<file path="src/rtl/router_pkg.sv">
// Shared constants for the 1x3 router: byte width, output FIFO depth and header field layout.
// Used by router_fifo, router_sync and router_fsm.
package router_pkg;

    localparam int ROUTER_WIDTH      = 8;
    localparam int ROUTER_FIFO_DEPTH = 16;
    localparam int FIFO_AW           = $clog2(ROUTER_FIFO_DEPTH);

    localparam int HDR_ADDR_LSB = 0;
    localparam int HDR_ADDR_MSB = 1;
    localparam int HDR_LEN_LSB  = 2;
    localparam int HDR_LEN_MSB  = 7;

    localparam int CNT_W = 7;

    // Bytes still to leave after the header: payload length plus the parity byte.
    function automatic logic [CNT_W-1:0] hdr_word_count(input logic [ROUTER_WIDTH-1:0] hdr);
        return {1'b0, hdr[HDR_LEN_MSB:HDR_LEN_LSB]} + 7'd1;
    endfunction

endpackage

</file>
<file path="src/rtl/router_fifo_if.sv">
// Byte/strobe/flag bundle between router_sync (master) and one output FIFO (slave).
interface router_fifo_if
    import router_pkg::*;
#(
    parameter int WIDTH = ROUTER_WIDTH
);
    logic             write_enb;
    logic             read_enb;
    logic             lfd_state;
    logic [WIDTH-1:0] data_in;
    logic [WIDTH-1:0] data_out;
    logic             full;
    logic             empty;

    modport master (
        output write_enb, read_enb, lfd_state, data_in,
        input  data_out, full, empty
    );

    modport slave (
        input  write_enb, read_enb, lfd_state, data_in,
        output data_out, full, empty
    );
endinterface

</file>
<file path="src/rtl/router_fifo_mem.sv">
// Simple dual-port storage for router_fifo: synchronous write, read word presented to the
// owner's data_out register. Contents are deliberately not reset.
module router_fifo_mem
    import router_pkg::*;
#(
    parameter int DEPTH = ROUTER_FIFO_DEPTH,
    parameter int W     = ROUTER_WIDTH + 1
) (
    input  logic                     clock,
    input  logic                     wr_en,
    input  logic [$clog2(DEPTH)-1:0] wr_addr,
    input  logic [W-1:0]             wr_data,
    input  logic [$clog2(DEPTH)-1:0] rd_addr,
    output logic [W-1:0]             rd_data
);
    logic [W-1:0] mem_r [DEPTH];

    // Storage write port.
    always_ff @(posedge clock) begin
        if (wr_en) begin
            mem_r[wr_addr] <= wr_data;
        end
    end

    assign rd_data = mem_r[rd_addr];

endmodule

</file>
<file path="src/rtl/router_fifo.sv">
// One router output FIFO: tagged storage, wrap-flag pointers, packet byte counter and idle output.
// Build option ROUTER_FIFO_TRISTATE_EN: idle data_out floats ('z) instead of being driven 0.
module router_fifo
    import router_pkg::*;
#(
    parameter int DEPTH = ROUTER_FIFO_DEPTH,
    parameter int WIDTH = ROUTER_WIDTH
) (
    input  logic         clock,
    input  logic         resetn,
    input  logic         soft_reset,
    router_fifo_if.slave bus
);
    localparam int AW = $clog2(DEPTH);

    logic [AW:0]      wr_ptr_r;
    logic [AW:0]      rd_ptr_r;
    logic [CNT_W-1:0] count_r;
    logic [CNT_W-1:0] count_next_s;
    logic [WIDTH-1:0] data_r;
    logic [WIDTH:0]   rd_word_s;
    logic             full_s;
    logic             empty_s;
    logic             wr_acc_s;
    logic             rd_acc_s;
    logic             idle_s;

    // Flags come only from the pointer registers, never from the strobes.
    assign empty_s  = (wr_ptr_r == rd_ptr_r);
    assign full_s   = (wr_ptr_r[AW-1:0] == rd_ptr_r[AW-1:0]) && (wr_ptr_r[AW] != rd_ptr_r[AW]);
    assign wr_acc_s = bus.write_enb & ~full_s;
    assign rd_acc_s = bus.read_enb & ~empty_s;
    assign idle_s   = ~rd_acc_s && (count_r == {CNT_W{1'b0}});

    router_fifo_mem #(
        .DEPTH (DEPTH),
        .W     (WIDTH + 1)
    ) u_mem (
        .clock   (clock),
        .wr_en   (wr_acc_s & ~soft_reset),
        .wr_addr (wr_ptr_r[AW-1:0]),
        .wr_data ({bus.lfd_state, bus.data_in}),
        .rd_addr (rd_ptr_r[AW-1:0]),
        .rd_data (rd_word_s)
    );

    // Write and read pointers.
    always_ff @(posedge clock or negedge resetn) begin
        if (!resetn) begin
            wr_ptr_r <= {(AW+1){1'b0}};
            rd_ptr_r <= {(AW+1){1'b0}};
        end else if (soft_reset) begin
            wr_ptr_r <= {(AW+1){1'b0}};
            rd_ptr_r <= {(AW+1){1'b0}};
        end else begin
            wr_ptr_r <= wr_acc_s ? wr_ptr_r + {{AW{1'b0}}, 1'b1} : wr_ptr_r;
            rd_ptr_r <= rd_acc_s ? rd_ptr_r + {{AW{1'b0}}, 1'b1} : rd_ptr_r;
        end
    end

    // Packet byte counter: a tagged word (re)loads, untagged reads count down to zero.
    always_comb begin
        count_next_s = count_r;
        if (rd_acc_s) begin
            if (rd_word_s[WIDTH]) begin
                count_next_s = hdr_word_count(rd_word_s[ROUTER_WIDTH-1:0]);
            end else if (count_r != {CNT_W{1'b0}}) begin
                count_next_s = count_r - 7'd1;
            end else begin
                count_next_s = count_r;
            end
        end else begin
            count_next_s = count_r;
        end
    end

    // Counter and output data registers.
    always_ff @(posedge clock or negedge resetn) begin
        if (!resetn) begin
            count_r <= {CNT_W{1'b0}};
            data_r  <= {WIDTH{1'b0}};
        end else if (soft_reset) begin
            count_r <= {CNT_W{1'b0}};
            data_r  <= {WIDTH{1'b0}};
        end else begin
            count_r <= count_next_s;
            if (rd_acc_s) begin
                data_r <= rd_word_s[WIDTH-1:0];
            end else if (idle_s) begin
                data_r <= {WIDTH{1'b0}};
            end else begin
                data_r <= data_r;
            end
        end
    end

`ifdef ROUTER_FIFO_TRISTATE_EN
    logic oe_r;

    // Output enable: on after an accepted read, off whenever the output goes idle.
    always_ff @(posedge clock or negedge resetn) begin
        if (!resetn) begin
            oe_r <= 1'b0;
        end else if (soft_reset) begin
            oe_r <= 1'b0;
        end else if (rd_acc_s) begin
            oe_r <= 1'b1;
        end else if (idle_s) begin
            oe_r <= 1'b0;
        end else begin
            oe_r <= oe_r;
        end
    end

    assign bus.data_out = oe_r ? data_r : {WIDTH{1'bz}};
`else
    assign bus.data_out = data_r;
`endif

    assign bus.full  = full_s;
    assign bus.empty = empty_s;

endmodule

</file>
<file path="src/flat_wrapper.sv">
// flat-port wrapper written by rule: the top's interface ports become plain ports
module router_fifo_flat import router_pkg::*;
#(
    parameter int DEPTH = ROUTER_FIFO_DEPTH,
    parameter int WIDTH = ROUTER_WIDTH
)
  (clock, resetn, soft_reset, bus_write_enb, bus_read_enb, bus_lfd_state, bus_data_in, bus_data_out, bus_full, bus_empty);
  router_fifo_if #(.WIDTH(WIDTH)) bus_i ();
  input  logic clock;
  input  logic resetn;
  input  logic soft_reset;
  input wire logic [$bits(bus_i.write_enb)-1:0] bus_write_enb;
  input wire logic [$bits(bus_i.read_enb)-1:0] bus_read_enb;
  input wire logic [$bits(bus_i.lfd_state)-1:0] bus_lfd_state;
  input wire logic [$bits(bus_i.data_in)-1:0] bus_data_in;
  output wire logic [$bits(bus_i.data_out)-1:0] bus_data_out;
  output wire logic [$bits(bus_i.full)-1:0] bus_full;
  output wire logic [$bits(bus_i.empty)-1:0] bus_empty;
  assign bus_i.write_enb = bus_write_enb;
  assign bus_i.read_enb = bus_read_enb;
  assign bus_i.lfd_state = bus_lfd_state;
  assign bus_i.data_in = bus_data_in;
  assign bus_data_out = bus_i.data_out;
  assign bus_full = bus_i.full;
  assign bus_empty = bus_i.empty;
  router_fifo #(.DEPTH(DEPTH), .WIDTH(WIDTH)) u_core (.clock(clock), .resetn(resetn), .soft_reset(soft_reset), .bus(bus_i));
endmodule
</file>
<file path="config.mk">
export PLATFORM = sky130hd
export DESIGN_NAME = router_fifo_flat
export DESIGN_NICKNAME = d
export VERILOG_FILES = /design/src/rtl/router_pkg.sv /design/src/rtl/router_fifo_if.sv /design/src/rtl/router_fifo_mem.sv /design/src/rtl/router_fifo.sv /design/src/flat_wrapper.sv
export SDC_FILE = /design/constraint.sdc
export NUM_CORES = 1
export LEC_CHECK = 0
export ABC_AREA = 1
export BUFFER_PORTS_ARGS = -buffer_cell sky130_fd_sc_hd__buf_2
export CAP_MARGIN = 30
export CORE_ASPECT_RATIO = 1.2
export CORE_UTILIZATION = 62
export CTS_CLUSTER_SIZE = 14
export DETAILED_ROUTE_END_ITERATION = 10
export PLACE_DENSITY = 0.8
export SETUP_SLACK_MARGIN = 0.4
export SYNTH_ARGS = -nofsm -noshare
export SYNTH_HDL_FRONTEND = slang
export SYNTH_SLANG_ARGS = --single-unit
</file>
<file path="constraint.sdc">
create_clock -name clock -period 3.5 [get_ports clock]
set_clock_uncertainty 0.15 [all_clocks]
set_input_delay 0.875 -clock clock [delete_from_list [all_inputs] [get_ports clock]]
set_output_delay 0.875 -clock clock [all_outputs]
set_load 0.01 [all_outputs]
</file>
* After elaboration in Yosys (flattened, before gate mapping)
Memory sizes are Yosys's and may differ from the RTL's. Index checks and enable logic that the tools add are counted.
Word-level totals: flip-flop bits (word level) 25, latch bits 0, bits in writable memories 144, memory bits (read-only) 0, input port bits 14, output and inout bits 10, memories kept 1
Cells by class: $add $sub $neg 4, multiply operators 0, div/mod/pow operators 0, $lt $le $gt $ge 0, equal/unequal tests 3, shift operators 0, muxes and demuxes 13, bitwise operators 7, reduce and logical (&&, ||, !) cells 9
Memories:
- u_core.u_mem.mem_r | depth 16, width 9, rd ports 1, clocked after Yosys merged registers in 0, write ports 1, RTL line router_fifo_mem.sv:16 | logic [W-1:0] mem_r [DEPTH];
Operator list (number):
- 2-to-1 mux 7 bit | 4
- 2-to-1 mux 8 bit | 3
- 2-to-1 mux 5 bit | 4
- adder 5 x 1 -> 5 bit, second input constant | 2
- adder 6 x 1 -> 7 bit, second input constant | 1
- logical NOT 7 bit | 1
- nonzero test 7 bit | 1
- subtractor 7 x 1 -> 7 bit, second input constant | 1
- nonzero test 3 bit | 2
- equality test 5 bit | 1
- equality test 4 bit | 1
- inverter 1 bit | 4
- nonzero test 2 bit | 2
- bitwise AND 1 bit | 3
- logical AND 1 bit | 2
- 2-to-1 mux 1 bit | 2
- AND reduction 2 bit | 1
- != test 1 bit | 1

* Longest topological paths before layout
Gate-level depths: netlist of the first run.
word-level depth 8, mapped depth 18, mapped depth without buffers 16

* By module
A second synthesis of the first run with hierarchy kept.
Unflattened totals: cell total of the unflattened synthesis 818, area, all modules 7888.8 um^2
Modules (own cells, without submodules):
- router_fifo_mem | instances 1, cells each 606, area an instance 6322.3 um^2, sequential area each 4324.1 um^2
- router_fifo | instances 1, cells each 212, area an instance 1566.5 um^2, sequential area each 625.6 um^2

* Worst setup path after synthesis of the first run
Ideal clock, no wire load.
kind input port to flip-flop, start input port soft_reset, end memory u_core.u_mem.mem_r[11][0] (netlist bit), enable pin, setup time 387 ps, data arrival time 2103 ps, required time 2963 ps, path slack 861 ps, stages 4, buffers on the path 1, cell sequence buf_1 > nor2_2 > inv_1 > nor3_1
Between the ends: cells in the longest elaborated chain, start to end 4
Ends and longest elaborated chain:
- start: declaration | RTL line flat_wrapper.sv:11 | input logic soft_reset;
- inverter 1 bit | RTL line router_fifo.sv:40 | .wr_en (wr_acc_s & ~soft_reset),
- bitwise AND 1 bit | RTL line router_fifo.sv:40
- 2-to-1 mux 1 bit | RTL line router_fifo_mem.sv:20 | if (wr_en) begin
- 2-to-1 mux 1 bit (not written as such) | RTL line router_fifo_mem.sv:21 | mem_r[wr_addr] <= wr_data;
- end: declaration | RTL line router_fifo_mem.sv:16
Every way passes these cells.

* Worst setup path in the final report of the first run
start register u_core.rd_ptr_r[0], end output port bus_full
Between the ends: cells in the longest elaborated chain, start to end 2
Ends and longest elaborated chain:
- start: declaration | RTL line router_fifo.sv:17 | logic [AW:0] rd_ptr_r;
- start signal: assignment | RTL line router_fifo.sv:51 | rd_ptr_r <= {(AW+1){1'b0}};
- start signal: assignment | RTL line router_fifo.sv:54 | rd_ptr_r <= {(AW+1){1'b0}};
- start signal: assignment | RTL line router_fifo.sv:57 | rd_ptr_r <= rd_acc_s ? rd_ptr_r + {{AW{1'b0}}, 1'b1} : rd_ptr_r;
- equality test 4 bit | RTL line router_fifo.sv:30 | assign full_s = (wr_ptr_r[AW-1:0] == rd_ptr_r[AW-1:0]) && (wr_ptr_r[AW] != rd_ptr_r[AW]);
- logical AND 1 bit | RTL line router_fifo.sv:30
- end: declaration | RTL line flat_wrapper.sv:17 | output wire logic [$bits(bus_i.full)-1:0] bus_full;
Every way passes these cells.

==> flow_summary.ini, run 1 <==
[clock_tree]
clockBufferDepth = 2
htreeDepth = 4
cts.repair.resized = 0
clk_pin_slew_ns = 0.07
numCtsBuffers = 17
holdBufCountCts = 0
cts_tree = yes
clk_latency_ns = 0.43
cts_setup_buffers = 0
cts.sinks = 169
root_buffer = clkbuf_16

[detailed_routing]
ant_nets = 0
drt_pre_antenna_iters = 5
drt_wl_total_mm = 17.3
drt_iter0_markers = 630
drc = 0
wl_per_cell_um = 18.8
vias_per_cell = 5.79
vias = 5329

[synth]
synth_fp_nets = 740
ys_ff_latch = 169
syn_area_um2 = 7590
synthXorXnorAreaFrac = 0.0114
async_flop_share = 0.148
yosys_warnings = 0
synth_compound_area_frac = 0.0620
synthSimpleGateAreaFrac = 0.193
ys.flop_type = edfxtp_1
avgSynthCellArea_um2 = 10.6
synth_top_family_by_area = simple AND/OR/NAND/NOR gates
synthCells = 719
synthMuxAreaShare = 0
synth.distinct_cells = 40
synth_edf_count = 144
synth_fa_ha_area_frac = 0.0115
yosysSeqAreaShare = 0.652

[timing]
period_needed_ns = 2.73
whs_ns = 0.281
setup-tns-final_ns = 0
max_freq_ghz = 0.366
hold_viol = 0
relSlewSlack = 0.463
rsz0062_at_grt = false
worst_pin_slew_ns = 0.803
fin_crit_sh = 0.780
final-max-slew-violation-count = 0
finalSetupViolations = 0

[finish]
antenna_cells = 0
layout_common_cells = nand2_1 (202), edfxtp_1 (144), inv_1 (72)
layout-drive-gt1-share = 0.127
final_common_cell = nand2_1
syn_to_final_growth_pct = 10.3
layout.nets = 771

[worst_setup_path]
r2r-end = u_core.count_r[4]
crit_slowest_cell = dfrtp_2
path_cells = buf_4 > xor2_2 > nor2_2 > nand3_1 > inv_1 > buf_2
reg2reg_depth = 15
cpPeakStageDelay_ns = 0.43
critPathArrivalTime_ns = 1.70
rr_startpoint = u_core.rd_ptr_r[1]
worst-r2r-setup-slack_ns = 0.79
startpoint_type = register
cp.required_ns = 2.47
path_class = register to primary output
crit_start = u_core.rd_ptr_r[0]
cp-endpoint = bus_full
crit_fanout = 24
endpoint_kind = primary output

[placement]
gp_congestion = 0.939
hpwl_mm = 10.9
io_buffers = 23

[global_route]
grt_use_total = 0.300
grt_pass1_vias = 5386
gr-total-overflow = 0
grt_max_degree = 71
antenna_found_initial = 0
grt_pass1_wl_mm = 27.1

[pwr]
leakagePower_nw = 3.48
ir_drop_v = 0.000330
power_density_nw_per_um2 = 588

[status]
outcome = completed

[die]
die_area_um2 = 12700
placeableCoreArea_um2 = 11700
die_h_um = 123
die_w_um = 103
ios = 24
rows = 43
initial_core_util = 0.647

[run]
drv_cap = 0

[min_path]
hold_class = primary input to asynchronous set/reset pin
## cell type report
| cell class | count | area [µm²] |
|---|---|---|
| clock buffer | 23 | 510 |
| clock inverter | 9 | 57.6 |
| fill | 849 | 3360 |
| inverter | 79 | 299 |
| multi-input combinational | 443 | 2110 |
| sequential | 169 | 4950 |
| timing repair buffer | 40 | 243 |
| tap | 157 | 196 |
## where the power goes
part	switching (W)	internal [W]	total, W
Clock	0.000757	0.00103	0.00179
Sequential	0.0000407	0.00224	0.00228
Combinational	0.000594	0.000253	0.000846
Total	0.00139	0.00352	0.00492
## cell usage after synthesis (7+ instances only)
cell type  number  area, µm²
nor2_1         56        210
ha_1            7       87.6
nor3_1          7       35.0
buf_2           7       35.0
edfxtp_1      144       4320
nand3_1        57        285
o21ai_0        35        175
dfrtp_1        25        626
buf_6          10        113
o21ai_1        10       50.1
nor2_2          7       43.8
inv_1          72        270
a21oi_1        21        105
nand2_1       202        758
buf_4           8       60.1
## through the flow
step	instance area [µm²]	total power (W)	worst slack, ns	cells	utilization
finish	8370	0.00492	0.770	920	0.713
detailed placement	7800	0.00315	0.845	888	0.665
global route	8370	0.00511	0.619	920	0.713
CTS	8370	0.00491	0.766	920	0.713
floorplan	7590	0.00297	0.861	719	-
global placement	7800	0.00312	0.957	888	0.665
## flip-flops by register name, summed over array words and instances (netlist names)
register	flops
u_core.u_mem.mem_r	144
u_core.bus.data_out	8
u_core.count_r	7
u_core.rd_ptr_r	5
u_core.wr_ptr_r	5
## worst max-delay path: cells and delay by family (launching register included)
family,cells,cell delay [ns]
buf+inv,3,0.42
simple gates,2,0.25
xor+xnor,1,0.17
flops,1,0.43
## logic make-up (layout without fill, tap and decap cells)
| family | Yosys count | count (layout) |
|---|---|---|
| AOI/OAI and AO/OA | 83 | 83 |
| xor gates and xnor gates | 9 | 9 |
| adders and majority gates | 7 | 7 |
| buffers and inverters | 107 | 151 |
| DFF | 169 | 169 |
| and+or+nand+nor | 344 | 344 |
## worst min-delay path by stage
stage               slack, ns         startpoint  depth (start not counted)                  to
CTS                      0.30             resetn                          1  u_core.wr_ptr_r[2]
floorplan                0.30  u_core.count_r[2]                          2   u_core.count_r[2]
global route             0.32             resetn                          1  u_core.wr_ptr_r[0]
global placement         0.32  u_core.count_r[2]                          2   u_core.count_r[2]
finish                   0.28             resetn                          1  u_core.wr_ptr_r[2]
detailed placement       0.32  u_core.count_r[2]                          2   u_core.count_r[2]
## layer usage
metal | part of all wire | vias up | track usage | routed length [µm]
met2 | 0.52 | 268 | 0.507 | 9020
met3 | 0.076 | 63 | 0.0650 | 1300
met4 | 0.042 | 0 | 0.168 | 733
li1 | - | 2460 | - | -
met1 | 0.36 | 2538 | 0.354 | 6200
met5 | 0 | - | 0 | 0
No activity file was read; power rests on OpenSTA's default activity.
==> inputs of run 2 (changes only) <==
CORE_UTILIZATION = 56   (was 62)
PLACE_DENSITY = 0.76   (was 0.8)
clock period = 2.2 ns   (was 3.5 ns; I/O delays follow)
==> run 2 against run 1 <==
- the run now ends with negative setup slack left
- count of clock-buffer cells in the layout decreased by 4
- flip-flop and latch count did not move
- combinational power increased to 2.9 times the previous value
- register-to-register slack worse by 0.98 ns
- design area up 19%
- global-route usage about the same
- clock power up 57%
- utilization increased by 4.0 points
- total power increased by 81%
- critical endpoint is now u_core.count_r[4]
- highest routed layer unchanged
==> flow_summary.ini, run 2 (same netlist as run 1, synthesis figures left out) <==
[clock_tree]
htreeDepth = 4
clk_pin_slew_ns = 0.07
root_buffer = clkbuf_16
cts.sinks = 169
clk_latency_ns = 0.44
clockBufferDepth = 2
cts_tree = yes
numCtsBuffers = 17

[finish]
final_core_util = 0.753
stdcell_count = 1002
top_register = u_core.u_mem.mem_r
antenna_cells = 0
final_common_cell = nand2_1
layout.nets = 843
layout-drive-gt1-share = 0.313
fin_area_um2 = 9970
syn_to_final_growth_pct = 31.4
layout_common_cells = nand2_1 (178), edfxtp_1 (144), inv_1 (61)
largest_register_ffs = 144

[timing]
setup-tns-final_ns = -0.954
finalSetupViolations = 10
relSlewSlack = 0.616
max_freq_ghz = 0.418
worst_pin_slew_ns = 0.577
final-max-slew-violation-count = 0
hold_viol = 0
fin_ws_ns = -0.193
fin_crit_sh = 1.09
rsz0062_at_grt = true
period_needed_ns = 2.39
whs_ns = 0.328

[pwr]
pwr-share-comb = 0.274
leakagePower_nw = 4.07
p_sw_frac = 0.314
p_int_w = 0.00610
power_density_nw_per_um2 = 891
power_frac_clock = 0.317
ir_drop_v = 0.000603
power_frac_seq = 0.409
p_switching_w = 0.00279

[die]
die_w_um = 108
initial_core_util = 0.573
placeableCoreArea_um2 = 13200
rows = 46
ios = 24
die_area_um2 = 14000
die_h_um = 130

[worst_setup_path]
endpoint_kind = register
path_class = register to register
crit_fanout = 5
critPathArrivalTime_ns = 2.61
cp.required_ns = 2.42
startpoint_type = register

[global_route]
grt_max_degree = 41
grt_use_total = 0.300
grt_pass1_vias = 5633
antenna_found_initial = 0
grt_pass1_wl_mm = 30.2
gr-total-overflow = 0

[placement]
gp_congestion = 0.972
placed_area_um2 = 8220
io_buffers = 23
dp.cells = 917
hpwl_mm = 12.3

[run]
drv_cap = 0

[status]
violations = negative setup slack
outcome = complete, but fails checks

[detailed_routing]
drt_iter0_markers = 816
drc = 0
wl_per_cell_um = 23.9
drt_wl_total_mm = 24.0
drt_pre_antenna_iters = 5
vias_per_cell = 6.18
ant_nets = 0
vias = 6193

[min_path]
hold_class = primary input to register
## run 2: layout make-up
type                            instances  area (µm²)
Timing Repair Buffer                  111        1270
Multi-Input combinational cell        444        2670
Fill cell                             724        3270
Clock inverter                         12         103
Tap cell                              168         210
Sequential cell                       169        4950
Inverter                               79         325
Clock buffer                           19         433
## run 2: final timing paths
| path | slack, ns | end | cells after the start | start |
|---|---|---|---|---|
| hold reg to reg | 0.36 | u_core.count_r[2] | 2 | u_core.count_r[2] |
| setup / recovery | -0.19 | u_core.count_r[4] | 17 | u_core.rd_ptr_r[0] |
| min in group asynchronous | 0.50 | u_core.rd_ptr_r[0] | 2 | resetn |
| setup reg to reg | -0.19 | u_core.count_r[4] | 17 | u_core.rd_ptr_r[0] |
| hold / removal | 0.33 | u_core.wr_ptr_r[0] | 4 | soft_reset |
| max in group asynchronous | 0.99 | u_core.wr_ptr_r[3] | 2 | resetn |
## run 2: worst max-delay path, stage by stage, from the launching register on
cell	delay, ns
dfrtp_2	0.46
buf_6	0.15
clkinv_8	0.07
buf_12	0.13
buf_12	0.11
nand2_1	0.06
nand2_1	0.09
nand2_1	0.08
nand3_2	0.11
nand3_2	0.11
nand2_4	0.11
ha_4	0.18
nand2_4	0.08
o21ai_1	0.18
nand2_1	0.07
nand2_1	0.06
nand2_1	0.05
nand2_1	0.06
## run 2: timing repair
action / 4_1_cts / 5_1_grt
hold buffers: 1 / 0
hold endpoints to repair: 25 / 0
buffers inserted: 27 / 17
resized for setup: 53 / 100
setup endpoints to repair: 164 / 166
cloned: 3 / 6
pin swaps: 27 / 64
## run 2: power by group through the flow
stage          combinational, W  sequential (W)  clock, W
2_1_floorplan           0.00106         0.00369         0
3_3_place_gp            0.00148         0.00370         0
3_5_place_dp            0.00152         0.00370         0
4_1_cts                 0.00181         0.00363   0.00277
5_1_grt                 0.00256         0.00364   0.00294
6_report                0.00244         0.00364   0.00281
## run 2: stage by stage
stage	worst slack, ns	power, W
after floorplan	0.0440	0.00475
after global placement	0.0271	0.00518
after detailed placement	-0.0483	0.00522
after CTS	-0.0644	0.00821
after global routing	-0.296	0.00914
final	-0.193	0.00888
## run 2: layer usage
layer / track usage / wire length [µm] / vias to the layer above
li1: - / - / 2608
met1: 0.361 / 8100 / 2962
met2: 0.500 / 11900 / 495
met3: 0.0513 / 2420 / 128
met4: 0.193 / 1530 / 0
met5: 0 / 0 / -
